--- config.mk ---
export PLATFORM = sky130hd
export DESIGN_NAME = sand_brush_painter
export DESIGN_NICKNAME = d
export VERILOG_FILES = /design/src/rtl/sand_brush_painter.sv
export SDC_FILE = /design/constraint.sdc
export NUM_CORES = 1
export LEC_CHECK = 0
export ABC_AREA = 1
export BUFFER_PORTS_ARGS = -buffer_cell sky130_fd_sc_hd__buf_2
export CAP_MARGIN = 25
export CORE_MARGIN = 2
export CORE_UTILIZATION = 55
export DETAILED_ROUTE_END_ITERATION = 10
export PLACE_DENSITY = 0.75
export REMOVE_ABC_BUFFERS = 1
export SYNTH_ARGS = -nofsm -noshare
export SYNTH_HDL_FRONTEND = slang
export SYNTH_SLANG_ARGS = --single-unit
--- constraint.sdc ---
create_clock -name clock -period 9.7 [get_ports clock]
set_input_delay 0.485 -clock clock [delete_from_list [all_inputs] [get_ports clock]]
set_output_delay 0.485 -clock clock [all_outputs]
set_load 0.02 [all_outputs]
--- src/rtl/sand_brush_painter.sv ---
// sand_brush_painter: rasterizes a clipped, radius-clamped disc into grid cell writes
module sand_brush_painter #(
  parameter int GRID_W     = 160,
  parameter int GRID_H     = 120,
  parameter int MAX_RADIUS = 31,
  parameter int ADDR_W     = $clog2(GRID_W * GRID_H)
) (
  input  logic              clock,
  input  logic              reset,
  input  logic              start,
  input  logic [7:0]        brush_x,
  input  logic [7:0]        brush_y,
  input  logic [7:0]        brush_radius,
  input  logic [1:0]        brush_type,
  output logic              cell_we,
  output logic [ADDR_W-1:0] cell_addr,
  output logic [1:0]        cell_data,
  input  logic              cell_ready,
  output logic              busy,
  output logic              done
);
  typedef enum logic [1:0] {IDLE, SCAN, DONE} state_t;
  localparam logic signed [9:0] GW   = 10'(GRID_W);
  localparam logic signed [9:0] GH   = 10'(GRID_H);
  localparam logic [7:0]        RMAX = 8'(MAX_RADIUS);
  state_t state, state_nx;
  logic [7:0] cx, cy, r, r_in;
  logic [1:0] t;
  logic signed [9:0] dx, dy, rs, rin_s, px, py;
  logic [8:0] ax, ay;
  logic [17:0] dist2, r2;
  logic valid, adv, last;
  // current candidate geometry: disc membership, clipping and advance condition
  always_comb begin
    r_in  = brush_radius > RMAX ? RMAX : brush_radius;
    rin_s = {2'b00, r_in};
    rs    = {2'b00, r};
    px    = {2'b00, cx} + dx;
    py    = {2'b00, cy} + dy;
    ax    = dx[9] ? 9'(-dx) : dx[8:0];
    ay    = dy[9] ? 9'(-dy) : dy[8:0];
    dist2 = 18'(ax) * 18'(ax) + 18'(ay) * 18'(ay);
    r2    = 18'(r) * 18'(r);
    valid = state == SCAN && dist2 <= r2 && !px[9] && px < GW && !py[9] && py < GH;
    adv   = state == SCAN && (!valid || cell_ready);
    last  = dx == rs && dy == rs;
  end
  // state register
  always_ff @(posedge clock) begin
    if (reset) state <= IDLE;
    else state <= state_nx;
  end
  // next state and register-only outputs
  always_comb begin
    state_nx  = state == IDLE ? (start ? SCAN : IDLE) :
                state == SCAN ? (adv && last ? DONE : SCAN) : IDLE;
    busy      = state != IDLE;
    done      = state == DONE;
    cell_we   = valid;
    cell_addr = valid ? ADDR_W'(py[8:0]) * ADDR_W'(GRID_W) + ADDR_W'(px[8:0]) : '0;
    cell_data = valid ? t : 2'd0;
  end
  // brush latch at stroke start, then row-major offset walk
  always_ff @(posedge clock) begin
    if (reset) begin
      cx <= '0;
      cy <= '0;
      r  <= '0;
      t  <= '0;
      dx <= '0;
      dy <= '0;
    end else if (state == IDLE && start) begin
      cx <= brush_x;
      cy <= brush_y;
      r  <= r_in;
      t  <= brush_type;
      dx <= -rin_s;
      dy <= -rin_s;
    end else if (adv) begin
      dx <= dx == rs ? -rs : dx + 10'sd1;
      dy <= dx == rs ? dy + 10'sd1 : dy;
    end
  end
endmodule

## Word-level counts from Yosys, hierarchy flattened

Cells that the tools add are included.

| cells by class | value |
|---|---|
| $add $sub $neg | 10 |
| $mul | 4 |
| divide/modulo/power cells | 0 |
| magnitude comparators | 4 |
| eq/ne operators | 4 |
| shift operators | 0 |
| muxes and demuxes | 15 |
| bitwise gates (word level) | 0 |
| reduce and logical (&&, ||, !) cells | 18 |

Operators by type and width:

| operator | number |
|---|---|
| 2-to-1 mux 10 bit | 6 |
| multiplier 9 x 9 -> 18 bit | 2 |
| adder 10 x 2 -> 10 bit, second input constant | 2 |
| adder 8 x 10 -> 10 bit | 2 |
| equality test 10 x 9 -> 1 bit | 2 |
| negation 8 -> 10 bit | 2 |
| adder 18 bit | 1 |
| <= comparator 18 x 16 -> 1 bit | 1 |
| 2-to-1 mux 9 bit | 2 |
| negation 9 bit | 2 |
| multiplier 8 x 8 -> 16 bit | 1 |
| adder 15 x 9 -> 15 bit | 1 |
| 2-to-1 mux 15 bit | 1 |
| < comparator 10 x 8 -> 1 bit, second input constant | 1 |
| < comparator 10 x 9 -> 1 bit, second input constant | 1 |
| multiplier 9 x 3 -> 10 bit, second input constant | 1 |
| logical AND 1 bit | 9 |
| > comparator 8 x 5 -> 1 bit, second input constant | 1 |
| 2-to-1 mux 2 bit | 4 |
| 2-to-1 mux 8 bit | 1 |
| nonzero test 2 bit | 3 |
| zero test 1 bit | 3 |
| equality test 2 x 1 -> 1 bit, second input constant | 1 |
| equality test 2 bit, second input constant | 1 |
| 4 further kinds | 4 |

| word-level totals | value |
|---|---|
| register bits | 48 |
| bits in latches | 0 |
| RAM bits | 0 |
| memory bits (read-only) | 0 |
| bits of input ports | 30 |
| output and inout port bits | 20 |
| memories kept | 0 |

## Depth between registers and ports, before layout

Gate-level depths: netlist (run 1).

| logic depth | value |
|---|---|
| word-level depth | 17 |
| mapped depth | 51 |
| mapped depth without buffers | 49 |

## Worst setup path after synthesis (run 1)

OpenSTA, ideal clock, no wires.

| path | value |
|---|---|
| path kind | flip-flop to output port |
| from | register dy[0] |
| to | output port cell_addr[10] |
| arrival time | 8,035 ps |
| data required time | 9,215 ps |
| slack | 1,180 ps |
| cell stages (with the launch flop) | 44 |
| buffers on the path | 1 |
| cell sequence | dfxtp_1 inv_1 clkbuf_1 ha_1 nand3_2 inv_1 nand2_1 nand2_1 xor2_2 inv_2 nor2_1 xnor2_1 inv_1 ha_1 fa_1 fa_1 fa_1 fa_1 [8 not listed] nor2_1 nor2_1 inv_1 nand3_1 o21ai_0 xnor2_1 ha_1 nand2_1 nor2_1 a211oi_1 nand2_1 nand2_1 nand2_1 nand2_1 nand4_1 a211oi_1 nand3_2 nor3b_1 |

| on the way | value |
|---|---|
| longest elaborated chain between the ends | 11 |
| elaborated cells on any way between the ends | 16 |
| classes of those cells | add/sub: 4; mul: 2; order compare: 2; mux: 2; reduce/logical: 6 |

RTL lines:

| element | line | source |
|---|---|---|
| start, declared | 29 | `logic signed [9:0] dx, dy, rs, rin_s, px, py;` |
| start signal, assigned | 78 | `dy <= -rin_s;` |
| start signal, assigned | 81 | `dy <= dx == rs ? dy + 10'sd1 : dy;` |
| negation 9 bit | 41 | `ay = dy[9] ? 9'(-dy) : dy[8:0];` |
| 2-to-1 mux 9 bit | 41 |  |
| multiplier 9 x 9 -> 18 bit | 42 | `dist2 = 18'(ax) * 18'(ax) + 18'(ay) * 18'(ay);` |
| adder 18 bit | 42 |  |
| <= comparator 18 x 16 -> 1 bit | 44 | `valid = state == SCAN && dist2 <= r2 && !px[9] && px < GW && !py[9] && py < GH;` |
| logical AND 1 bit (5 in series) | 44 |  |
| 2-to-1 mux 15 bit * | 60 | `cell_addr = valid ? ADDR_W'(py[8:0]) * ADDR_W'(GRID_W) + ADDR_W'(px[8:0]) : '0;` |
| end, declared | 16 | `output logic [ADDR_W-1:0] cell_addr,` |

Every way passes the cells marked *; elsewhere a longest branch is shown, timed or not.

## Final worst setup path (run 1)

| path | value |
|---|---|
| from | register dx[0] |
| to | output port cell_addr[3] |

| on the way | value |
|---|---|
| longest elaborated chain between the ends | 11 |
| elaborated cells on any way between the ends | 15 |
| classes of those cells | add/sub: 4; mul: 1; order compare: 2; mux: 2; reduce/logical: 6 |

RTL lines:

| element | line | source |
|---|---|---|
| start, declared | 29 |  |
| start signal, assigned | 77 | `dx <= -rin_s;` |
| start signal, assigned | 80 | `dx <= dx == rs ? -rs : dx + 10'sd1;` |
| negation 9 bit | 40 | `ax = dx[9] ? 9'(-dx) : dx[8:0];` |
| 2-to-1 mux 9 bit | 40 |  |
| multiplier 9 x 9 -> 18 bit | 42 |  |
| adder 18 bit | 42 |  |
| <= comparator 18 x 16 -> 1 bit | 44 |  |
| logical AND 1 bit (5 in series) | 44 |  |
| 2-to-1 mux 15 bit * | 60 |  |

Marked as above.

==> run summary, run 1 <==
Initial DRC count: 463
Area contributors post-synth: fa_1 23%, ha_1 17%, inv_1 11%
Part of the cycle the worst path needs: 0.9412
Final slew viol count: 0
Mapped Cells: 1,515
Critical Path AT: 8640 ps
Hold buffers post-CTS: 0
Worst hold path class: in -> reg
Cells after DPL: 1,805
DIE AREA: 0.02104 sq mm
Post-Place Setup Slack: 610.7 ps
Req. time, crit path: 9220 ps
Crit path launch type: register
I/O Buffers: 49
Via/cell ratio: 5.183
Hold Violations, Final: 0
Distinct cells, synth: 48
Static leakage: 6.549 nW
Worst hold slack: 441.2 ps
WL per Instance: 13.99 microns
Status: completed
Setup Skew: 5.387 ps
Clock buffer count from CTS: 5
Crit path largest cell delay: 550 ps
DRC viols: 0
WS Path Type: reg -> out
FF+latch count, synth: 48
Worst slew pin tran: 697.3 ps
HPWL after DPL: 21,120 microns
Largest net degree at the start of global routing: 45
EDFF count, synth: 0
Clock buffer depth: 2
Clock latency on the worst-skew pair: 290 ps
Worst Path Max Fanout: 14
# nets final: 1,852
Layout cells sized above 1: 0.08575
RePlAce Congestion: 0.9134
Commonest cells post-synth: 317 x inv_1, 221 x nand2_1, 205 x nor2_1, 147 x ha_1, 125 x fa_1
Peak VDD IR: 268.1 uV
Mapped cell area: 0.01094 sq mm
Clock sink total: 48
Final setup TNS: 0 ps
Core Area: 0.01946 sq mm
Detail Route Antenna Nets: 0
Final setup margin: 570.6 ps
Crit. End Element: output port
CTS tree: built
Max cap viols: 0
N_diodes: 0
H-Tree Depth: 2
Asr flop ratio synth: 0
First-pass GRT wire length: 43,480 microns
GRT Total Usage: 0.2472
Post-layout min period: 9129 ps
Initial antenna violation count: 0
Share of the synthesized area in the top cell type: 0.2287
Initial core utilization: 0.5623
Number of global-route vias before repair: 9,425
Yosys top cell by area: fa_1
Die Span Y: 145.1 microns
Slew Limit Headroom: 0.5345
Post-Route WL: 25,400 microns
Via count: 9,412
Layout area overhead: 6.849%
Peak Freq: 109.5 MHz
Core Util, Final: 0.6008
# rows: 51
Mean post-synth cell area: 7.223 sq um
Post-route design area: 0.01169 sq mm
Ys Warns: 0
Dominant cell by count in the synthesized netlist: inv_1
Total power: 2.904 mW
Total congestion overflow: 0
PD cells: 248.4 mW/mm^2
Top Ports: 50
Pre-antenna DRT Iters: 5
Post-synth top flop: dfxtp_1
Clock Tree Root: clkbuf_16
Die Wd: 145.1 microns
CP delay by family, top: adder cells
# setup viols final: 0
Worst-path clk slew: 70 ps
Register area share after synthesis: 0.08781
Critical path's slowest cell: fa_1
Area after DPL: 0.01143 sq mm
Final Non-Filler Cells: 1,816
Worst Path Buf+Inv: 9
-- registers in the layout (all words and copies together) (netlist names) --
| register | count |
|---|---|
| dx | 10 |
| t | 2 |
| cx | 8 |
| dy | 10 |
| cy | 8 |
| state | 2 |
| r | 8 |
-- worst min-delay path, delay by kind of cell --
kind	cells	cell delay [ps]
buf+inv	1	70
compound gates	1	70
simple gates	1	70
-- final cells by class --
type                    count  area (sq um)
inverters                 334          1254
well taps                 265         331.6
flip-flops and latches     48         962.2
repair buffers             64         377.9
multi-input cells        1097          8603
fillers                  1829          7770
clock buffers               6         128.9
clock inverters             2         35.03
-- path summary, 6_finish.rpt --
kind	from	endpoint	slack [ps]	cells after the start
setup / recovery	dx[0]$_SDFFE_PP0P_	cell_addr[3]	570	42
setup reg to reg	dx[0]$_SDFFE_PP0P_	dx[1]$_SDFFE_PP0P_	1320	44
hold / removal	brush_y[0]	cy[0]$_SDFFE_PP0P_	440	3
hold reg to reg	t[1]$_SDFFE_PP0P_	t[1]$_SDFFE_PP0P_	450	2
-- layer usage --
layer,part of all wire,global-route usage,vias up
li1,-,-,4741
met1,0.43,0.3144,4412
met2,0.51,0.4619,227
met3,0.041,0.01226,32
met4,0.018,0.05833,0
met5,0,0,-
-- cell families (layout without fill, tap and decap cells) --
family | after synthesis | count (layout) | share of synthesized area
and+or+nand+nor | 553 | 554 | 0.2196
buffers and inverters | 371 | 406 | 0.1319
adders and majority gates | 272 | 272 | 0.3968
AOI/OAI and AO/OA | 182 | 182 | 0.09284
xor gates and xnor gates | 87 | 87 | 0.07032
DFF | 48 | 48 | 0.08781
other | 2 | 2 | 0.0006863
-- power by group --
group	total (mW)	switching (mW)	internal, mW
Combinational	2.46	1.48	0.974
Sequential	0.252	0.0358	0.216
Clock	0.196	0.0745	0.121
-- layout by cell type, fill, tap and decap left out, types with 27 or more instances in the layout --
| cell type | synthesis | final |
|---|---|---|
| ha_1 | 147 | 147 |
| fa_1 | 125 | 125 |
| dfxtp_1 | 48 | 47 |
| inv_1 | 317 | 315 |
| o21ai_0 | 67 | 67 |
| nand3_1 | 43 | 43 |
| buf_2 | 8 | 49 |
| nand2_1 | 221 | 219 |
| xor2_1 | 59 | 58 |
| nor2_1 | 205 | 205 |
| a21oi_1 | 63 | 62 |
| xnor2_1 | 27 | 27 |
-- what timing repair did --
item	4_1_cts	5_1_grt
gates resized for setup	0	12
hold endpoints to repair	0	0
endpoints found under the setup margin	0	18
setup buffers	0	1
No activity file was read; power rests on OpenSTA's default activity.
==> run 2, diff against run 1 <==
--- a/config.mk
+++ b/config.mk
@@ -11,8 +11,7 @@
 export CORE_MARGIN = 2
 export CORE_UTILIZATION = 55
 export DETAILED_ROUTE_END_ITERATION = 10
-export PLACE_DENSITY = 0.75
-export REMOVE_ABC_BUFFERS = 1
+export PLACE_DENSITY = 0.73
 export SYNTH_ARGS = -nofsm -noshare
 export SYNTH_HDL_FRONTEND = slang
 export SYNTH_SLANG_ARGS = --single-unit
==> run summary, run 2 (synthesized netlist as in run 1, its figures left out) <==
Sequential cell area: 963.4 sq um (+0.13%)
Clock latency on the worst-skew pair: 300 ps (about the same)
Slew Limit Headroom: 0.5199 (-0.01461)
Post-Route WL: 25,760 microns (+1.4%)
Max cap viols: 0 (unchanged)
Worst hold path class: in -> reg
Cells after DPL: 1,803 (-0.11%)
Layout cells sized above 1: 0.08597 (+0.0002217)
I/O Buffers: 49 (unchanged)
CP most frequent cell: inv_1
WS Path Type: reg -> out
Static leakage: 6.532 nW (-0.27%)
# setup viols final: 0 (unchanged)
Met1 GRT Util: 0.3343 (+0.01989)
Psw: 1.578 mW (-0.94%)
CTS tree: built
Crit path launch type: register
Crit path largest cell delay: 560 ps (about the same)
# rows: 51 (unchanged)
Seq pwr share: 0.088 (about the same)
Hold Violations, Final: 0 (unchanged)
N_diodes: 0 (unchanged)
RePlAce Congestion: 0.9503 (+4.0%)
Clock sink total: 48 (unchanged)
Clock power frac: 0.071 (+0.004)
Number of global-route vias before repair: 9,434 (+0.095%)
Total power: 2.879 mW (-0.87%)
Worst slew pin tran: 712.6 ps (+15.34 ps)
Detail Route Antenna Nets: 0 (unchanged)
First-pass GRT wire length: 43,960 microns (+1.1%)
Via count: 9,495 (+0.88%)
Area after DPL: 0.01141 sq mm (-0.13%)
Final setup margin: 627.3 ps (+56.68 ps)
Final setup TNS: 0 ps (unchanged)
Most common cell after layout, fill and taps aside: inv_1
GRT Total Usage: 0.2515 (+0.004269)
Final Non-Filler Cells: 1,812 (-0.22%)
GR Util met3: 0.02264 (+0.01038)
Fillers: 1,782 (-2.6%)
Core Area: 0.01946 sq mm (unchanged)
PD cells: 247.2 mW/mm^2 (-0.46%)
Clock buffer depth: 2 (unchanged)
Largest net degree at the start of global routing: 38 (-16%)
# nets final: 1,848 (-0.22%)
Pre-antenna DRT Iters: 5 (unchanged)
Largest regs: dx x10, dy x10
P_int: 1.301 mW (-0.78%)
Post-Place Setup Slack: 485.3 ps (-125.4 ps)
Core Util, Final: 0.5983 (-0.002442)
Crit. End Element: output port
Global routing's busiest layer: met2
Initial DRC count: 609 (+32%)
Final slew viol count: 0 (unchanged)
Clock Tree Root: clkbuf_16
Req. time, crit path: 9220 ps (about the same)
Setup Skew: 6.056 ps (+0.6690 ps)
Top Ports: 50 (unchanged)
Part of the cycle the worst path needs: 0.9353 (-0.005843)
Via/cell ratio: 5.240 (+1.1%)
Worst Path Max Fanout: 18 (+4)
RSZ-0062 raised after global routing: no
Syn_nets: 1,817
WL per Instance: 14.22 microns (+1.7%)
HPWL after DPL: 21,610 microns (+2.4%)
Multi-input gate area: 0.008577 sq mm (-0.31%)
Critical Path AT: 8590 ps (-50 ps)
Total congestion overflow: 0 (unchanged)
Sw frac: 0.5480 (about the same)
Peak Freq: 110.2 MHz (+0.63%)
DIE AREA: 0.02104 sq mm (unchanged)
Layout area overhead: 6.414%
Most frequent cells in the layout: 314 x inv_1, 221 x nand2_1, 204 x nor2_1, 147 x ha_1, 125 x fa_1
DRC viols: 0 (unchanged)
Worst-path clk slew: 70 ps (about the same)
Post-layout min period: 9073 ps (-56.68 ps)
Post-route design area: 0.01164 sq mm (-0.41%)
Gate power share: 0.841 (-0.005)
Met2 Usage GRT: 0.4298 (-0.03214)
Die Span Y: 145.1 microns (unchanged)
Initial core utilization: 0.5623 (unchanged)
H-Tree Depth: 2 (unchanged)
Initial antenna violation count: 0 (unchanged)
Critical path's slowest cell: fa_1
Clock buffer count from CTS: 5 (unchanged)
Die Wd: 145.1 microns (unchanged)
Status: completed
Peak VDD IR: 177.6 uV (-34%)
Worst hold slack: 435.7 ps (-5.458 ps)
[run 2: cell count changes in the layout (fill, tap and decap cells not counted), sizes merged]
| cell | change |
|---|---|
| clkinvlp | +1 |
| inv | +1 |
| nand3 | -1 |
| clkinv | -1 |
| clkbuf | -1 |
| buf | -3 |
[run 2: cell type report]
class | instances | share of cell area
Inverter | 334 | 0.1077
Timing Repair Buffer | 61 | 0.02987
Tap cell | 265 | 0.02847
Clock inverter | 3 | 0.003976
Multi-Input combinational cell | 1096 | 0.7365
Sequential cell | 48 | 0.08273
Clock buffer | 5 | 0.01074
[run 2: final timing paths]
kind,from,to,slack [ps],depth (start not counted)
min,brush_x[7],cx[7]$_SDFFE_PP0P_,440,3
max,dy[1]$_SDFFE_PP0P_,cell_addr[12],630,44
max reg2reg,dy[1]$_SDFFE_PP0P_,dx[1]$_SDFFE_PP0P_,1250,46
min reg2reg,t[0]$_SDFFE_PP0P_,t[0]$_SDFFE_PP0P_,450,2
[run 2: power by group through the flow]
| stage | combinational [mW] | clock, mW | sequential, mW |
|---|---|---|---|
| 6_report | 2.42 | 0.205 | 0.254 |
| 5_1_grt | 2.82 | 0.212 | 0.256 |
| 4_1_cts | 2.43 | 0.207 | 0.251 |
| 3_5_place_dp | 2.41 | 0 | 0.256 |
| 3_3_place_gp | 2.36 | 0 | 0.255 |
| 2_1_floorplan | 1.90 | 0 | 0.237 |
[run 2: repair_timing]
action                                  CTS  global route
setup buffers                             0             1
endpoints found under the setup margin    0            18
hold buffers                              0             0
gates resized for setup                   0            12
[run 2: layer usage]
layer  share of wire  wire (microns)
met5               0               0
met1            0.45           11540
met2            0.47           12120
met4           0.037             956
met3           0.045            1150
[run 2: critical path, delay by kind of cell (launching register included)]
family,cells,cell delay (ps)
compound gates,6,1030
xor+xnor,2,420
fa+ha+maj,9,3790
buf+inv,10,980
flops,1,420
simple gates,17,1610
